===== config.mk =====
export PLATFORM = sky130hd
export DESIGN_NAME = multicycle_ctrl_flat
export DESIGN_NICKNAME = d
export VERILOG_FILES = /design/src/rtl/multicycle_ctrl_pkg.sv /design/src/rtl/multicycle_ctrl_if.sv /design/src/rtl/multicycle_ctrl_alu_dec.sv /design/src/rtl/multicycle_ctrl.sv /design/src/flat_wrapper.sv
export SDC_FILE = /design/constraint.sdc
export NUM_CORES = 1
export LEC_CHECK = 0
export BUFFER_PORTS_ARGS = -buffer_cell sky130_fd_sc_hd__buf_2
export CAP_MARGIN = 5
export CORE_MARGIN = 1.5
export CORE_UTILIZATION = 40
export CTS_BUF_LIST = sky130_fd_sc_hd__clkbuf_8
export DETAILED_ROUTE_END_ITERATION = 7
export PLACE_DENSITY = 0.91
export SYNTH_ARGS = -nofsm -noshare
export SYNTH_HDL_FRONTEND = slang
export SYNTH_HIERARCHICAL = 1
export SYNTH_SLANG_ARGS = --single-unit

===== constraint.sdc =====
create_clock -name clk -period 3.25 [get_ports clk]
set_clock_uncertainty 0.15 [all_clocks]
set_input_delay 0.4875 -clock clk [delete_from_list [all_inputs] [get_ports clk]]
set_output_delay 0.4875 -clock clk [all_outputs]
set_load 0.05 [all_outputs]

===== src/rtl/multicycle_ctrl_pkg.sv =====
// Shared definitions for the RV32I multi-cycle sequencer: opcodes, state
// encoding and datapath select codes. Optional JAL support is enabled by
// defining RV_JAL_EN (see multicycle_ctrl.sv).
package rv_ctrl_pkg;

  // Major opcodes recognised by the decoder
  localparam logic [6:0] OP_R   = 7'b0110011;
  localparam logic [6:0] OP_I   = 7'b0010011;
  localparam logic [6:0] OP_LW  = 7'b0000011;
  localparam logic [6:0] OP_SW  = 7'b0100011;
  localparam logic [6:0] OP_BEQ = 7'b1100011;
  localparam logic [6:0] OP_JAL = 7'b1101111;

  // Sequencer states; the numeric value is exported on the State debug port
  typedef enum logic [3:0] {
    S_FETCH  = 4'd0,
    S_DECODE = 4'd1,
    S_MEMADR = 4'd2,
    S_MEMRD  = 4'd3,
    S_MEMWB  = 4'd4,
    S_MEMWR  = 4'd5,
    S_EXECR  = 4'd6,
    S_EXECI  = 4'd7,
    S_ALUWB  = 4'd8,
    S_BEQ    = 4'd9,
    S_JAL    = 4'd10,
    S_FAULT  = 4'd11
  } state_t;

  // ALU operation codes
  localparam logic [3:0] ALU_ADD = 4'b0000;
  localparam logic [3:0] ALU_SUB = 4'b0001;
  localparam logic [3:0] ALU_AND = 4'b0010;
  localparam logic [3:0] ALU_OR  = 4'b0011;

  // Coarse ALU operation class handed to alu_dec
  localparam logic [1:0] ALUOP_ADD   = 2'b00;
  localparam logic [1:0] ALUOP_SUB   = 2'b01;
  localparam logic [1:0] ALUOP_FUNCT = 2'b10;

  // Immediate formats
  localparam logic [1:0] IMM_I = 2'b00;
  localparam logic [1:0] IMM_S = 2'b01;
  localparam logic [1:0] IMM_B = 2'b10;
  localparam logic [1:0] IMM_J = 2'b11;

  // Datapath mux selects
  localparam logic [1:0] SRCA_PC    = 2'b00;
  localparam logic [1:0] SRCA_OLDPC = 2'b01;
  localparam logic [1:0] SRCA_RD1   = 2'b10;
  localparam logic [1:0] SRCB_RD2   = 2'b00;
  localparam logic [1:0] SRCB_IMM   = 2'b01;
  localparam logic [1:0] SRCB_FOUR  = 2'b10;
  localparam logic [1:0] RES_ALUOUT = 2'b00;
  localparam logic [1:0] RES_DATA   = 2'b01;
  localparam logic [1:0] RES_ALURES = 2'b10;

endpackage


===== src/rtl/multicycle_ctrl_if.sv =====
// Control bus between the multi-cycle sequencer (master) and the shared
// ALU/memory datapath (slave).
interface multicycle_ctrl_if;
  logic [31:0] Instr;
  logic        Zero;
  logic        MemReady;
  logic        MemReq;
  logic        MemWrite;
  logic        AdrSrc;
  logic        IRWrite;
  logic        PCWrite;
  logic        RegWrite;
  logic [1:0]  ResultSrc;
  logic [1:0]  ALUSrcA;
  logic [1:0]  ALUSrcB;
  logic [1:0]  ImmSrc;
  logic [3:0]  ALUControl;
  logic        Illegal;
  logic [3:0]  State;

  modport master (
    input  Instr, Zero, MemReady,
    output MemReq, MemWrite, AdrSrc, IRWrite, PCWrite, RegWrite,
           ResultSrc, ALUSrcA, ALUSrcB, ImmSrc, ALUControl, Illegal, State
  );

  modport slave (
    output Instr, Zero, MemReady,
    input  MemReq, MemWrite, AdrSrc, IRWrite, PCWrite, RegWrite,
           ResultSrc, ALUSrcA, ALUSrcB, ImmSrc, ALUControl, Illegal, State
  );
endinterface


===== src/rtl/multicycle_ctrl_alu_dec.sv =====
// ALU decoder: maps the sequencer's coarse ALU class plus the instruction's
// funct fields onto a concrete ALU operation. Purely combinational.
module alu_dec
  import rv_ctrl_pkg::*;
(
  input  logic [1:0] ALUOp,
  input  logic [2:0] funct3,
  input  logic       funct7b5,
  input  logic       op5,
  output logic [3:0] ALUControl
);

  // Select the ALU operation; unsupported funct3 values fall back to add
  always_comb begin
    ALUControl = ALU_ADD;
    case (ALUOp)
      ALUOP_ADD: ALUControl = ALU_ADD;
      ALUOP_SUB: ALUControl = ALU_SUB;
      ALUOP_FUNCT: begin
        case (funct3)
          3'b000: begin
            if (funct7b5 && op5) ALUControl = ALU_SUB;
            else                 ALUControl = ALU_ADD;
          end
          3'b111:  ALUControl = ALU_AND;
          3'b110:  ALUControl = ALU_OR;
          default: ALUControl = ALU_ADD;
        endcase
      end
      default: ALUControl = ALU_ADD;
    endcase
  end

endmodule


===== src/rtl/multicycle_ctrl.sv =====
// Multi-cycle RV32I sequencer: Moore FSM that steps the shared datapath
// through fetch/decode/execute/memory/writeback and drives its selects and
// write enables. Fetch and memory states stall on MemReady.
// Optional feature macro: RV_JAL_EN (adds S_JAL for opcode 1101111; without
// it that opcode faults and the J immediate format is never selected).
module multicycle_ctrl
  import rv_ctrl_pkg::*;
#(
  parameter logic [3:0] RESET_STATE = 4'd0
) (
  input  logic              clk,
  input  logic              reset,
  multicycle_ctrl_if.master bus
);

  state_t     state;
  state_t     state_next;
  logic       illegal;
  logic [6:0] opcode;

  logic       mem_req;
  logic       mem_write;
  logic       adr_src;
  logic       ir_write;
  logic       pc_update;
  logic       branch;
  logic       reg_write;
  logic [1:0] result_src;
  logic [1:0] alu_src_a;
  logic [1:0] alu_src_b;
  logic [1:0] imm_src;
  logic [1:0] alu_op;
  logic [3:0] alu_control;
  logic       unused_instr_bits;

  assign opcode            = bus.Instr[6:0];
  assign unused_instr_bits = ^{bus.Instr[31], bus.Instr[29:15], bus.Instr[11:7]};

  // State register and sticky illegal-opcode flag
  always_ff @(posedge clk) begin
    if (reset) begin
      state   <= state_t'(RESET_STATE);
      illegal <= 1'b0;
    end else begin
      state   <= state_next;
      illegal <= illegal | (state_next == S_FAULT);
    end
  end

  // Next-state logic; memory states hold until MemReady
  always_comb begin
    state_next = state;
    case (state)
      S_FETCH: begin
        if (bus.MemReady) state_next = S_DECODE;
        else              state_next = S_FETCH;
      end
      S_DECODE: begin
        case (opcode)
          OP_LW, OP_SW: state_next = S_MEMADR;
          OP_R:         state_next = S_EXECR;
          OP_I:         state_next = S_EXECI;
          OP_BEQ:       state_next = S_BEQ;
`ifdef RV_JAL_EN
          OP_JAL:       state_next = S_JAL;
`endif
          default:      state_next = S_FAULT;
        endcase
      end
      S_MEMADR: begin
        if (opcode == OP_SW) state_next = S_MEMWR;
        else                 state_next = S_MEMRD;
      end
      S_MEMRD: begin
        if (bus.MemReady) state_next = S_MEMWB;
        else              state_next = S_MEMRD;
      end
      S_MEMWB: state_next = S_FETCH;
      S_MEMWR: begin
        if (bus.MemReady) state_next = S_FETCH;
        else              state_next = S_MEMWR;
      end
      S_EXECR: state_next = S_ALUWB;
      S_EXECI: state_next = S_ALUWB;
      S_ALUWB: state_next = S_FETCH;
      S_BEQ:   state_next = S_FETCH;
`ifdef RV_JAL_EN
      S_JAL:   state_next = S_ALUWB;
`endif
      S_FAULT: state_next = S_FAULT;
      default: state_next = S_FAULT;
    endcase
  end

  // Moore output decode; everything defaults to idle/zero
  always_comb begin
    mem_req    = 1'b0;
    mem_write  = 1'b0;
    adr_src    = 1'b0;
    ir_write   = 1'b0;
    pc_update  = 1'b0;
    branch     = 1'b0;
    reg_write  = 1'b0;
    result_src = RES_ALUOUT;
    alu_src_a  = SRCA_PC;
    alu_src_b  = SRCB_RD2;
    imm_src    = IMM_I;
    alu_op     = ALUOP_ADD;
    case (state)
      S_FETCH: begin
        mem_req    = 1'b1;
        alu_src_b  = SRCB_FOUR;
        result_src = RES_ALURES;
        ir_write   = bus.MemReady;
        pc_update  = bus.MemReady;
      end
      S_DECODE: begin
        // Precompute OldPC + imm so a branch/jump target is ready in ALUOut
        alu_src_a = SRCA_OLDPC;
        alu_src_b = SRCB_IMM;
        imm_src   = IMM_B;
`ifdef RV_JAL_EN
        if (opcode == OP_JAL) imm_src = IMM_J;
        else                  imm_src = IMM_B;
`endif
      end
      S_MEMADR: begin
        alu_src_a = SRCA_RD1;
        alu_src_b = SRCB_IMM;
        if (opcode == OP_SW) imm_src = IMM_S;
        else                 imm_src = IMM_I;
      end
      S_MEMRD: begin
        mem_req = 1'b1;
        adr_src = 1'b1;
      end
      S_MEMWB: begin
        result_src = RES_DATA;
        reg_write  = 1'b1;
      end
      S_MEMWR: begin
        mem_req   = 1'b1;
        mem_write = 1'b1;
        adr_src   = 1'b1;
      end
      S_EXECR: begin
        alu_src_a = SRCA_RD1;
        alu_src_b = SRCB_RD2;
        alu_op    = ALUOP_FUNCT;
      end
      S_EXECI: begin
        alu_src_a = SRCA_RD1;
        alu_src_b = SRCB_IMM;
        imm_src   = IMM_I;
      end
      S_ALUWB: begin
        result_src = RES_ALUOUT;
        reg_write  = 1'b1;
      end
      S_BEQ: begin
        alu_src_a  = SRCA_RD1;
        alu_src_b  = SRCB_RD2;
        alu_op     = ALUOP_SUB;
        result_src = RES_ALUOUT;
        branch     = 1'b1;
      end
`ifdef RV_JAL_EN
      S_JAL: begin
        // ALUOut holds the jump target; the ALU forms OldPC+4 for rd
        alu_src_a  = SRCA_OLDPC;
        alu_src_b  = SRCB_FOUR;
        result_src = RES_ALUOUT;
        pc_update  = 1'b1;
        imm_src    = IMM_J;
      end
`endif
      default: begin
        mem_req = 1'b0;
      end
    endcase
  end

  alu_dec u_alu_dec (
    .ALUOp      (alu_op),
    .funct3     (bus.Instr[14:12]),
    .funct7b5   (bus.Instr[30]),
    .op5        (bus.Instr[5]),
    .ALUControl (alu_control)
  );

  assign bus.MemReq     = mem_req;
  assign bus.MemWrite   = mem_write;
  assign bus.AdrSrc     = adr_src;
  assign bus.IRWrite    = ir_write;
  assign bus.PCWrite    = pc_update | (branch & bus.Zero);
  assign bus.RegWrite   = reg_write;
  assign bus.ResultSrc  = result_src;
  assign bus.ALUSrcA    = alu_src_a;
  assign bus.ALUSrcB    = alu_src_b;
  assign bus.ImmSrc     = imm_src;
  assign bus.ALUControl = alu_control;
  assign bus.Illegal    = illegal;
  assign bus.State      = state;

endmodule


===== src/flat_wrapper.sv =====
// flat-port wrapper written by rule: the top's interface ports become plain ports
module multicycle_ctrl_flat import rv_ctrl_pkg::*;
#(
  parameter logic [3:0] RESET_STATE = 4'd0
)
  (clk, reset, bus_Instr, bus_Zero, bus_MemReady, bus_MemReq, bus_MemWrite, bus_AdrSrc, bus_IRWrite, bus_PCWrite, bus_RegWrite, bus_ResultSrc, bus_ALUSrcA, bus_ALUSrcB, bus_ImmSrc, bus_ALUControl, bus_Illegal, bus_State);
  multicycle_ctrl_if bus_i ();
  input  logic clk;
  input  logic reset;
  input wire logic [$bits(bus_i.Instr)-1:0] bus_Instr;
  input wire logic [$bits(bus_i.Zero)-1:0] bus_Zero;
  input wire logic [$bits(bus_i.MemReady)-1:0] bus_MemReady;
  output wire logic [$bits(bus_i.MemReq)-1:0] bus_MemReq;
  output wire logic [$bits(bus_i.MemWrite)-1:0] bus_MemWrite;
  output wire logic [$bits(bus_i.AdrSrc)-1:0] bus_AdrSrc;
  output wire logic [$bits(bus_i.IRWrite)-1:0] bus_IRWrite;
  output wire logic [$bits(bus_i.PCWrite)-1:0] bus_PCWrite;
  output wire logic [$bits(bus_i.RegWrite)-1:0] bus_RegWrite;
  output wire logic [$bits(bus_i.ResultSrc)-1:0] bus_ResultSrc;
  output wire logic [$bits(bus_i.ALUSrcA)-1:0] bus_ALUSrcA;
  output wire logic [$bits(bus_i.ALUSrcB)-1:0] bus_ALUSrcB;
  output wire logic [$bits(bus_i.ImmSrc)-1:0] bus_ImmSrc;
  output wire logic [$bits(bus_i.ALUControl)-1:0] bus_ALUControl;
  output wire logic [$bits(bus_i.Illegal)-1:0] bus_Illegal;
  output wire logic [$bits(bus_i.State)-1:0] bus_State;
  assign bus_i.Instr = bus_Instr;
  assign bus_i.Zero = bus_Zero;
  assign bus_i.MemReady = bus_MemReady;
  assign bus_MemReq = bus_i.MemReq;
  assign bus_MemWrite = bus_i.MemWrite;
  assign bus_AdrSrc = bus_i.AdrSrc;
  assign bus_IRWrite = bus_i.IRWrite;
  assign bus_PCWrite = bus_i.PCWrite;
  assign bus_RegWrite = bus_i.RegWrite;
  assign bus_ResultSrc = bus_i.ResultSrc;
  assign bus_ALUSrcA = bus_i.ALUSrcA;
  assign bus_ALUSrcB = bus_i.ALUSrcB;
  assign bus_ImmSrc = bus_i.ImmSrc;
  assign bus_ALUControl = bus_i.ALUControl;
  assign bus_Illegal = bus_i.Illegal;
  assign bus_State = bus_i.State;
  multicycle_ctrl #(.RESET_STATE(RESET_STATE)) u_core (.clk(clk), .reset(reset), .bus(bus_i));
endmodule

Word level (Yosys, flattened, before mapping)
Cells that the tools add are included.
{"block": "op_classes", "addsub": 0, "multipliers": 0, "div_mod_pow": 0, "order_cmp": 0, "n_eq_ne": 19, "shift": 0, "muxes": 21, "bitwise_logic": 3, "n_reduce_logical": 11}
{"operator": "$pmux 4 s7", "n": 1}
{"operator": "$pmux 2 s2", "n": 5}
{"operator": "$eq 4x3->1 const B", "n": 4}
{"operator": "$pmux 4 s4", "n": 1}
{"operator": "$eq 7x6->1 const B", "n": 2}
{"operator": "$eq 4x4->1 const B", "n": 3}
{"operator": "$pmux 4 s3", "n": 1}
{"operator": "$mux 1", "n": 9}
{"operator": "$mux 3", "n": 3}
{"operator": "$reduce_or 3->1", "n": 3}
{"operator": "$eq 4x2->1 const B", "n": 2}
{"operator": "$pmux 4 s2", "n": 1}
{"operator": "$reduce_or 2->1", "n": 4}
{"operator": "$eq 7x2->1 const B", "n": 1}
{"operator": "$eq 7x5->1 const B", "n": 1}
{"operator": "$eq 7x7->1 const B", "n": 1}
{"operator": "$eq 3x3->1 const B", "n": 2}
{"operator": "$eq 4x1->1 const B", "n": 1}
{"operator": "$logic_not 4->1", "n": 1}
{"operator": "$reduce_or 4->1", "n": 1}
{"operator": "$logic_not 3->1", "n": 1}
{"operator": "$eq 2x1->1 const B", "n": 1}
{"operator": "$eq 2x2->1 const B", "n": 1}
{"operator": "$or 1x1->1", "n": 2}
{"operator": "other kinds (2)", "n": 2}
{"block": "totals", "register_bits": 5, "latch_bits": 0, "ramBits": 0, "mem_bits_ro": 0, "in_bits": 36, "out_inout_bits": 23, "word_cells": 56, "mem_count": 0}

Longest topological paths before layout
Gate-level depths: netlist of the first run.
{"block": "logic_depth", "depth_word": 6, "depth_mapped": 8, "mapped_depth_nobuf": 7}

By module
The synthesis of the first run kept the hierarchy.
{"mod": "multicycle_ctrl", "instances": 1, "cells_per_inst": 70, "area_per_inst_um2": 533.0, "seq_area_each_um2": 100.1}
{"mod": "alu_dec", "instances": 1, "cells_per_inst": 13, "area_per_inst_um2": 100.1, "seq_area_each_um2": 0.0}

Worst setup path after synthesis of the first run
No wires, ideal clock.
{"block": "synth_path", "path_type": "reg-to-output", "from": "register u_core.state[3] (netlist: u_core/bus.State[3])", "to": "output port bus_PCWrite", "arrival_time_ps": 3489, "required_ps": 2612, "slack_ps": -876, "stages_incl_launch_ff": 5, "n_path_buf": 1, "cell_sequence": "dfxtp_1 > buf_2 > nor4_1 > and2_1 > a21o_1"}
{"block": "synth_between", "elab_cells_between_ends": 6, "classes_between": "eq/ne (1); mux (2); bitwise (2); reduce/logical (1)"}
{"element": "from (decl)", "line_no": "multicycle_ctrl.sv:16", "text": "state_t state;"}
{"element": "from (signal assigned)", "line_no": "multicycle_ctrl.sv:42", "text": "state <= state_t'(RESET_STATE);"}
{"element": "from (signal assigned)", "line_no": "multicycle_ctrl.sv:45", "text": "state <= state_next;"}
{"element": "$logic_not 4->1"}
{"element": "$mux 1"}
{"element": "net bus_IRWrite", "line_no": "flat_wrapper.sv:16", "text": "output wire logic [$bits(bus_i.IRWrite)-1:0] bus_IRWrite;"}
{"element": "$or 1x1->1", "line_no": "multicycle_ctrl.sv:195", "text": "assign bus.PCWrite = pc_update | (branch & bus.Zero);"}
{"element": "to (decl)", "line_no": "flat_wrapper.sv:17", "text": "output wire logic [$bits(bus_i.PCWrite)-1:0] bus_PCWrite;"}
The timed path passes the listed nets, and every way through them passes these cells.

Worst setup path in the final report of the first run
{"block": "layout_path", "from": "register u_core.state[3] (netlist: u_core/bus.State[3])", "to": "output port bus_ALUControl[0]"}
{"block": "layout_between", "elab_chain_len": 4, "elab_cells_between_ends": 6, "classes_between": "eq/ne (4); mux (2)"}
{"element": "$eq 4x4->1 / $eq 4x3->1 (equally long branches)", "line_no": "multicycle_ctrl.sv:109", "text": "case (state)"}
{"element": "$pmux 2 s2 (*)", "line_no": "multicycle_ctrl.sv:109"}
{"element": "net u_core.alu_op[0]", "line_no": "multicycle_ctrl.sv:32", "text": "logic [1:0] alu_op;"}
{"element": "$eq 2x2->1 / $eq 2x1->1 (equally long branches)", "line_no": "multicycle_ctrl_alu_dec.sv:16", "text": "case (ALUOp)"}
{"element": "$pmux 4 s2 (*)", "line_no": "multicycle_ctrl_alu_dec.sv:16"}
{"element": "to (decl)", "line_no": "flat_wrapper.sv:23", "text": "output wire logic [$bits(bus_i.ALUControl)-1:0] bus_ALUControl;"}
The timed path passes the listed nets; every way through them passes the cells marked *.

==> impl_metrics.csv, run 1 <==
group,metric,value,unit
synth,async_reset_ff_frac,0,
finish,nets,156,
setup_path,slowest_delay,0.68,ns
route,drtPass1Iterations,4,
timing,timing.final.hold_violations,0,
finish,syn_to_final_growth,35.8,%
synth,synth_area_leaders,"dfxtp_1 (16%), nand2b_1 (6.9%), nor2_1 (5.3%)",
timing,setup_viol,0,
setup_path,startpoint,"u_core/bus.State[3]$_SDFF_PP0_",
route,wirelength,1770,microns
global_route,grt_max_degree,17,
clock_network,ctsLongestPathBuffers,2,
setup_path,ff2ff_setup_slack,1.37,ns
synth,synth_top_family_by_area,"simple AND/OR/NAND/NOR gates",
clock_network,htreeDepth,1,
setup_path,path_depth,6,
setup_path,crit_path_start_kind,"flip-flop",
place,dp_hpwl,1380,microns
timing,setup_ws,0.410,ns
run,drv_cap,0,
setup_path,worstPathRequired,2.61,ns
synth,synth_area_leader_cell,"dfxtp_1",
finish,drive_above_1_share,0.410,
floorplan,core_area,1490,sq um
route,drc,0,
timing,slew_headroom,0.614,
floorplan,die_x,42.8,microns
floorplan,die_h,42.8,microns
clock_network,clock_sinks,5,
synth,syn_avg_cell_area,7.63,sq um
synth,netlist.area_leader.share,0.158,
global_route,grt_first_pass_wirelength,2970,microns
synth,synth_compound_area_frac,0.231,
setup_path,reg2reg_to,"u_core/bus.Illegal$_SDFF_PP0_",
clock_network,cts_hold_buffers,0,
finish,nFillCells,141,
clock_network,cts_tree,"built",
clock_network,cts_resized,0,
place,io_buffers,35,
finish,multi_input_area,497,sq um
route,vias_per_cell,5.72,
route,drt.antenna.violating_nets,0,
setup_path,path_cells,"nand2b_1 > nor2_1 > ha_1 > a21oi_1 > a221oi_2 > buf_2",
place,place_congestion,0.904,
setup_path,critPathBufInv,1,
route,wire_per_inst,13.3,microns
timing,finalCritPeriodShare,0.874,
place,dp_slack,0.671,ns
setup_path,crit_fanout,13,
finish,diodes,0,
power,p_leak,0.391,nW
setup_path,end_kind,"primary output",
setup_path,critPathTopFamily,"flip-flops",
outcome,status,"finished, final reports clean",
synth,synth-simple-area-share,0.445,
floorplan,start_util,0.425,
floorplan,io_pins,59,
hold_path,hold_path_class,"in -> reg",
timing,fin_tns_setup,0,ns
clock_network,clk_pin_slew,0.03,ns
setup_path,cp_data_arrival_time,2.20,ns
synth,ys_seq_elements,5,
synth,ys.warnings.count,6,
global_route,overflow,0,
setup_path,crit_slowest_cell,"dfxtp_1",
floorplan,row_count,14,
clock_network,insertion_delay,0.23,ns
setup_path,crit_path_end,"bus_ALUControl[0]",
synth,netlist_area,633,sq um
setup_path,reg2regPathDepth,4,
synth,synth-edff-count,0,
setup_path,reg2reg_from,"u_core/bus.State[0]$_SDFF_PP0_",
timing,fin_worst_hold_slack,0.334,ns
synth,synthCells,83,
setup_path,path_class,"reg -> out",
timing,fmax,352,MHz
global_route,gr-usage-all-layers,0.222,
route,vias,761,
route,drt_iter0_markers,10,
clock_network,cts_setup_buffers,0,
timing,drv_slew,0,
synth,synth_mux_area_frac,0.0336,
synth,synth_fa_ha_area_frac,0.0395,
timing,rsz0062_at_grt,"no",
finish,register_area,100,sq um
floorplan,dieArea,1830,sq um
global_route,grt_pass1_vias,712,
synth,synth_ff_type,"dfxtp_1",
synth,yosysSeqAreaShare,0.158,
synth,yosysUniqueCellTypes,41,
clock_network,cts_buffers,3,
timing,fin_crit,2.84,ns
power,ir_drop,0.374,mV
clock_network,root_buffer,"clkbuf_8",
synth,synth_xor_xnor_area_share,0,
global_route,grt_antenna_before_repair,0,
power,p_per_area,1030,nW/um^2
timing,tightestPinTransition,0.579,ns
==> synth_stat cells, types with 3 or more instances <==
library cell  count
a211oi_1          3
buf_4             3
dfxtp_1           5
inv_1             3
nand2_1           3
nand2b_1          7
nor2_1            9
nor2b_1           4
nor3_1            6
==> registers in the layout, indices dropped and copies added, names as in the netlist <==
| signal | flops |
|---|---|
| u_core/bus.State | 4 |
| u_core/bus.Illegal | 1 |
==> through the flow <==
stage	utilization	total power [mW]	cells	instance area, sq um
6_report	0.577	0.884	133	860
5_1_grt	0.577	0.935	133	860
4_1_cts	0.577	0.888	133	860
3_5_place_dp	0.547	0.768	129	815
3_3_place_gp	0.547	0.752	129	815
2_1_floorplan	-	0.655	84	652
==> placed cells by master (no fill, tap or decap), types with 2 or more instances in the layout <==
master,instances
a211oi_1,3
a21oi_1,2
a31oi_1,2
buf_2,35
clkbuf_8,3
conb_1,2
dfxtp_1,5
ha_1,2
inv_1,4
nand2_1,3
nand2b_1,7
nor2_1,9
nor2b_1,4
nor3_1,6
nor4_4,2
o21ai_0,2
o21ai_1,2
or2_1,2
==> routing by layer <==
layer | track usage | part of all wire | vias to the layer above
met2 | 0.355 | 0.49 | 48
li1 | - | - | 365
met1 | 0.237 | 0.37 | 340
met3 | 0.0553 | 0.099 | 8
met5 | 0 | 0 | -
met4 | 0.200 | 0.042 | 0
==> how the worst min path moves through the flow <==
stage	cells after the start	to	startpoint	slack, ns
5_1_grt	2	u_core/bus.State[3]$_SDFF_PP0_	reset	0.34
6_report	2	u_core/bus.State[3]$_SDFF_PP0_	reset	0.33
4_1_cts	2	u_core/bus.State[3]$_SDFF_PP0_	reset	0.32
2_1_floorplan	1	u_core/bus.State[0]$_SDFF_PP0_	reset	0.41
3_5_place_dp	2	u_core/bus.Illegal$_SDFF_PP0_	u_core/bus.Illegal$_SDFF_PP0_	0.41
3_3_place_gp	2	u_core/bus.Illegal$_SDFF_PP0_	u_core/bus.Illegal$_SDFF_PP0_	0.39
==> report_power, final <==
part / internal [mW] / switching, mW / total (mW)
Sequential: 0.0795 / 0.0597 / 0.139
Clock: 0.0812 / 0.0334 / 0.115
Combinational: 0.162 / 0.468 / 0.630
Total: 0.322 / 0.562 / 0.884
==> final cells by class <==
class	count	area share
sequential	5	0.116
multi-input combinational	68	0.578
inverter	4	0.0175
clock buffer	3	0.0480
tap	16	0.0233
timing repair buffer	36	0.213
clock inverter	1	0.00437
==> kinds of logic after synthesis <==
logic type / after synthesis
multiplexers: 2
buffers and inverters: 11
flip-flops: 5
AO/OA/AOI/OAI: 20
adder cells (fa/ha/maj): 2
AND/OR/NAND/NOR: 42
other: 1
(Power assumes the default switching activity.)
==> run 2: changes to the inputs <==
--- a/config.mk
+++ b/config.mk
@@ -7,11 +7,14 @@
 export LEC_CHECK = 0
 export BUFFER_PORTS_ARGS = -buffer_cell sky130_fd_sc_hd__buf_2
 export CAP_MARGIN = 5
+export CELL_PAD_IN_SITES_DETAIL_PLACEMENT = 0
+export CELL_PAD_IN_SITES_GLOBAL_PLACEMENT = 1
+export CORE_ASPECT_RATIO = 0.6
 export CORE_MARGIN = 1.5
-export CORE_UTILIZATION = 40
+export CORE_UTILIZATION = 26
 export CTS_BUF_LIST = sky130_fd_sc_hd__clkbuf_8
 export DETAILED_ROUTE_END_ITERATION = 7
-export PLACE_DENSITY = 0.91
+export PLACE_DENSITY = 0.92
 export SYNTH_ARGS = -nofsm -noshare
 export SYNTH_HDL_FRONTEND = slang
 export SYNTH_HIERARCHICAL = 1
==> run 2 against run 1 <==
Combinational power shrank 1%. Worst setup slack gained 0.024 ns. Via count shrank 8.4%. Sequential share of layout area shrank 0.23 points. Non-clock buffer count is the same. First-iteration DRC count grew to 5.3 times the previous value. Worst hold slack gained 0.0052 ns. Fmax grew 0.87%. Cell area grew 2.0%.
==> impl_metrics.csv, run 2 (synthesis results as in run 1) <==
group,metric,value,unit
outcome,status,"finished, final reports clean",
route,wirelength,1700,microns
clock_network,clk_pin_slew,0.03,ns
setup_path,path_cells,"nand2b_1 > nor2_1 > inv_1 > ha_1 > a221oi_2 > buf_2",
timing,fmax,355,MHz
clock_network,cts_buffers,3,
setup_path,worstPathRequired,2.61,ns
finish,finalNonFillerCells,147,
route,vias_per_cell,4.74,
power,ir_drop,0.221,mV
timing,drv_slew,0,
route,drtPass1Iterations,3,
global_route,overflow,0,
setup_path,reg2reg_from,"u_core/bus.State[0]$_SDFF_PP0_",
global_route,grt_first_pass_wirelength,2800,microns
floorplan,row_count,13,
power,p_per_area,996,nW/um^2
clock_network,cts_resized,0,
setup_path,crit_path_start_kind,"flip-flop",
global_route,grt_antenna_before_repair,0,
setup_path,end_kind,"primary output",
clock_network,ctsLongestPathBuffers,2,
timing,setup_viol,0,
finish,syn_to_final_growth,38.5,%
hold_path,holdPathStages,2,
clock_network,cts_tree,"built",
floorplan,start_util,0.284,
place,place_inst,143,
timing,tightestPinTransition,0.585,ns
hold_path,worstHoldStart,"reset",
setup_path,path_class,"reg -> out",
clock_network,cts_setup_buffers,0,
place,place_congestion,0.844,
timing,rsz0062_at_grt,"no",
route,vias,697,
setup_path,reg2reg_to,"u_core/bus.Illegal$_SDFF_PP0_",
run,drv_cap,0,
timing,fin_crit,2.82,ns
power,p_leak,0.391,nW
global_route,gr-usage-all-layers,0.141,
global_route,grt_pass1_vias,640,
finish,nets,156,
setup_path,crit_slowest_cell,"dfxtp_1",
floorplan,die_h,41.2,microns
route,drt.antenna.violating_nets,0,
finish,drive_above_1_share,0.410,
timing,fin_tns_setup,0,ns
finish,diodes,0,
global_route,grt_max_degree,17,
route,wire_per_inst,11.6,microns
setup_path,crit_fanout,13,
clock_network,htreeDepth,1,
timing,finalCritPeriodShare,0.866,
route,drt_iter0_markers,53,
setup_path,ff2ff_setup_slack,1.34,ns
floorplan,dieArea,2750,sq um
finish,largest_reg_flops,4,
finish,final_common_cell,"buf_2",
clock_network,clock_sinks,5,
timing,slew_headroom,0.610,
timing,timing.final.hold_violations,0,
clock_network,cts_hold_buffers,0,
floorplan,io_pins,59,
setup_path,cp_data_arrival_time,2.18,ns
clock_network,root_buffer,"clkbuf_8",
finish,layout_common_cells,"buf_2 (35), nor2_1 (9), nand2b_1 (7), nor3_1 (6), dfxtp_1 (5)",
setup_path,reg2regPathDepth,4,
floorplan,core_area,2230,sq um
place,dp_hpwl,1390,microns
setup_path,slowest_delay,0.68,ns
place,io_buffers,35,
clock_network,insertion_delay,0.22,ns
hold_path,hold_path_class,"in -> reg",
hold_path,hold_end,"u_core/bus.State[0]$_SDFF_PP0_",
floorplan,die_x,66.7,microns
route,drc,0,
-- run 2: cell counts in the layout (fill, tap and decap cells not counted) --
Identical to the previous run, type by type.
-- run 2: per-layer routing --
metal	part of all wire	track usage	vias up
met5	0	0	-
met4	0	0.0306	0
met3	0.072	0.0357	0
met2	0.41	0.235	27
met1	0.51	0.188	305
li1	-	-	365
-- run 2: worst max path at each step --
stage / startpoint / endpoint / slack, ns / cells past startpoint
4_1_cts: u_core/bus.State[3]$_SDFF_PP0_ / bus_ALUControl[0] / 0.41 / 6
3_5_place_dp: u_core/bus.State[3]$_SDFF_PP0_ / bus_ALUControl[0] / 0.65 / 6
5_1_grt: u_core/bus.State[3]$_SDFF_PP0_ / bus_ALUControl[0] / 0.26 / 6
2_1_floorplan: u_core/bus.State[0]$_SDFF_PP0_ / bus_MemReq / 0.11 / 4
3_3_place_gp: u_core/bus.State[3]$_SDFF_PP0_ / bus_ALUControl[0] / 0.70 / 6
6_report: u_core/bus.State[3]$_SDFF_PP0_ / bus_ALUControl[0] / 0.43 / 6
-- run 2: stage by stage --
stage	worst slack (ns)	hold slack, ns	cell area (sq um)	utilization	total power, mW
4_1_cts	0.407	0.330	877	0.394	0.882
6_report	0.434	0.339	877	0.394	0.874
2_1_floorplan	0.110	0.407	652	-	0.655
3_3_place_gp	0.699	0.379	832	0.373	0.758
5_1_grt	0.263	0.349	877	0.394	0.944
3_5_place_dp	0.646	0.395	832	0.373	0.764
-- run 2: final cells by class --
cell class | count | area (sq um)
Clock inverter | 1 | 3.75
Timing Repair Buffer | 36 | 183
Sequential cell | 5 | 100
Tap cell | 30 | 37.5
Clock buffer | 3 | 41.3
Multi-Input combinational cell | 68 | 497
Fill cell | 243 | 1350
Inverter | 4 | 15.0
-- run 2: worst max-delay path: cells and delay by family (launching register included) --
kind | cells | cell delay [ns]
DFF | 1 | 0.68
and+or+nand+nor | 2 | 0.44
buffers and inverters | 2 | 0.36
adders and majority gates | 1 | 0.30
AOI/OAI and AO/OA | 1 | 0.16
-- run 2: report_power, final --
group / leakage (nW) / total, mW / switching, mW / internal, mW
logic: 0.323 / 0.622 / 0.460 / 0.162
registers: 0.0410 / 0.139 / 0.0594 / 0.0795
clock network: 0.0269 / 0.113 / 0.0318 / 0.0811
total: 0.391 / 0.874 / 0.552 / 0.322
==> run 3: changes to the inputs <==
--- a/config.mk
+++ b/config.mk
@@ -5,7 +5,7 @@
 export SDC_FILE = /design/constraint.sdc
 export NUM_CORES = 1
 export LEC_CHECK = 0
-export BUFFER_PORTS_ARGS = -buffer_cell sky130_fd_sc_hd__buf_2
+export BUFFER_PORTS_ARGS = -buffer_cell sky130_fd_sc_hd__buf_4
 export CAP_MARGIN = 5
 export CELL_PAD_IN_SITES_DETAIL_PLACEMENT = 0
 export CELL_PAD_IN_SITES_GLOBAL_PLACEMENT = 1
@@ -14,6 +14,7 @@
 export CORE_UTILIZATION = 26
 export CTS_BUF_LIST = sky130_fd_sc_hd__clkbuf_8
 export DETAILED_ROUTE_END_ITERATION = 7
+export GPL_ROUTABILITY_DRIVEN = 0
 export PLACE_DENSITY = 0.92
 export SYNTH_ARGS = -nofsm -noshare
 export SYNTH_HDL_FRONTEND = slang
==> run 3 against run 2 <==
Die area is the same. Power up 7.4%. Routed wire length up 2.6%. Clock-buffer cell count did not move. Cell count is the same.
==> impl_metrics.csv, run 3 (synthesis results as in run 1) <==
group,metric,value,unit
finish,finalNonFillerCells,147,
floorplan,die_x,66.7,microns
global_route,grt_antenna_before_repair,0,
route,wire_per_inst,11.9,microns
timing,tightestPinTransition,0.579,ns
finish,drive_above_1_share,0.410,
clock_network,cts_buffers,3,
clock_network,root_buffer,"clkbuf_8",
finish,layout_common_cells,"buf_4 (36), nor2_1 (9), nand2b_1 (7), nor3_1 (6), dfxtp_1 (5)",
power,p_int,0.378,mW
global_route,grt_first_pass_wirelength,2770,microns
setup_path,cp_data_arrival_time,2.15,ns
route,vias_per_cell,4.99,
clock_network,insertion_delay,0.22,ns
global_route,grt_pass1_vias,630,
outcome,status,"finished, final reports clean",
clock_network,htreeDepth,1,
clock_network,cts_resized,0,
finish,final_common_cell,"buf_4",
floorplan,dieArea,2750,sq um
setup_path,crit_slowest_cell,"dfxtp_1",
setup_path,worstPathRequired,2.61,ns
global_route,overflow,0,
route,vias,734,
route,wirelength,1750,microns
setup_path,end_kind,"primary output",
finish,syn_to_final_growth,52.4,%
clock_network,cts_tree,"built",
timing,setup_ws,0.460,ns
setup_path,path_class,"reg -> out",
clock_network,cts_hold_buffers,0,
timing,drv_slew,0,
timing,fmax,358,MHz
timing,fin_crit,2.79,ns
place,dp_slack,0.718,ns
power,p_clk_frac,0.118,
finish,diodes,0,
setup_path,crit_fanout,13,
run,drv_cap,0,
route,drt_iter0_markers,64,
global_route,gr-usage-all-layers,0.138,
setup_path,crit_path_start_kind,"flip-flop",
power,ir_drop,0.182,mV
clock_network,clock_sinks,5,
power,swShare,0.597,
timing,setup_viol,0,
power,p_per_area,972,nW/um^2
floorplan,core_area,2230,sq um
finish,nets,156,
route,drt.antenna.violating_nets,0,
timing,fin_tns_setup,0,ns
place,place_inst,143,
place,io_buffers,35,
timing,rsz0062_at_grt,"no",
power,combPwrFrac,0.731,
clock_network,cts_setup_buffers,0,
power,p_leak,0.407,nW
power,switching_power,0.560,mW
hold_path,hold_path_class,"in -> reg",
finish,largest_reg_flops,4,
clock_network,clk_pin_slew,0.04,ns
finish,nFillCells,240,
floorplan,die_h,41.2,microns
setup_path,path_cells,"nand2b_1 > nor2_1 > inv_1 > ha_1 > a221oi_2 > buf_4",
floorplan,io_pins,59,
floorplan,row_count,13,
timing,timing.final.hold_violations,0,
timing,slew_headroom,0.614,
timing,finalCritPeriodShare,0.858,
route,drc,0,
floorplan,start_util,0.284,
global_route,grt_max_degree,17,
place,dp_hpwl,1400,microns
clock_network,ctsLongestPathBuffers,2,
route,drtPass1Iterations,4,
power,pwr-share-seq,0.151,
setup_path,slowest_delay,0.60,ns
==> run 3: cell counts in the layout (fill, tap and decap cells not counted) <==
No cell type changed its count.
==> run 3: worst paths after layout <==
check                                 start                        endpoint  slack, ns  cells after the start
max          u_core/bus.State[0]$_SDFF_PP0_               bus_ALUControl[0]       0.46                      6
min                                   reset  u_core/bus.State[3]$_SDFF_PP0_       0.31                      2
max reg2reg  u_core/bus.State[0]$_SDFF_PP0_   u_core/bus.Illegal$_SDFF_PP0_       1.30                      4
min reg2reg   u_core/bus.Illegal$_SDFF_PP0_   u_core/bus.Illegal$_SDFF_PP0_       0.40                      2
==> run 3: cell type report <==
cell class              count  area (sq um)  area share
multi-input cells          68           497       0.515
repair buffers             36           270       0.280
flip-flops and latches      5           100       0.104
clock buffers               3          41.3      0.0428
well taps                  30          37.5      0.0389
inverters                   4          15.0      0.0156
clock inverters             1          3.75     0.00389
==> run 3: metal layers <==
metal | vias up | GRT usage | wire length [microns]
li1 | 364 | - | -
met1 | 337 | 0.193 | 825
met2 | 33 | 0.223 | 771
met3 | 0 | 0.0165 | 148
met4 | 0 | 0.0459 | 0
met5 | - | 0 | 0
==> run 3: through the flow <==
step / hold WS, ns / total power, mW / cell area (sq um) / utilization
2_1_floorplan: 0.407 / 0.655 / 652 / -
3_3_place_gp: 0.380 / 0.820 / 920 / 0.413
3_5_place_dp: 0.392 / 0.829 / 920 / 0.413
4_1_cts: 0.312 / 0.943 / 965 / 0.433
5_1_grt: 0.324 / 0.997 / 965 / 0.433
6_report: 0.314 / 0.938 / 965 / 0.433
==> run 3: power by group through the flow <==
stage | sequential (mW) | combinational, mW | clock (mW)
finish | 0.141 | 0.686 | 0.111
global route | 0.148 | 0.730 | 0.119
CTS | 0.142 | 0.689 | 0.112
detailed placement | 0.142 | 0.687 | 0
global placement | 0.141 | 0.680 | 0
floorplan | 0.158 | 0.497 | 0
==> run 3: critical path, delay by kind of cell (launching register included) <==
family / cells / cell delay, ns
flip-flops: 1 / 0.60
adder cells (fa/ha/maj): 1 / 0.31
AND/OR/NAND/NOR: 2 / 0.55
AO/OA/AOI/OAI: 1 / 0.17
buffers and inverters: 2 / 0.31
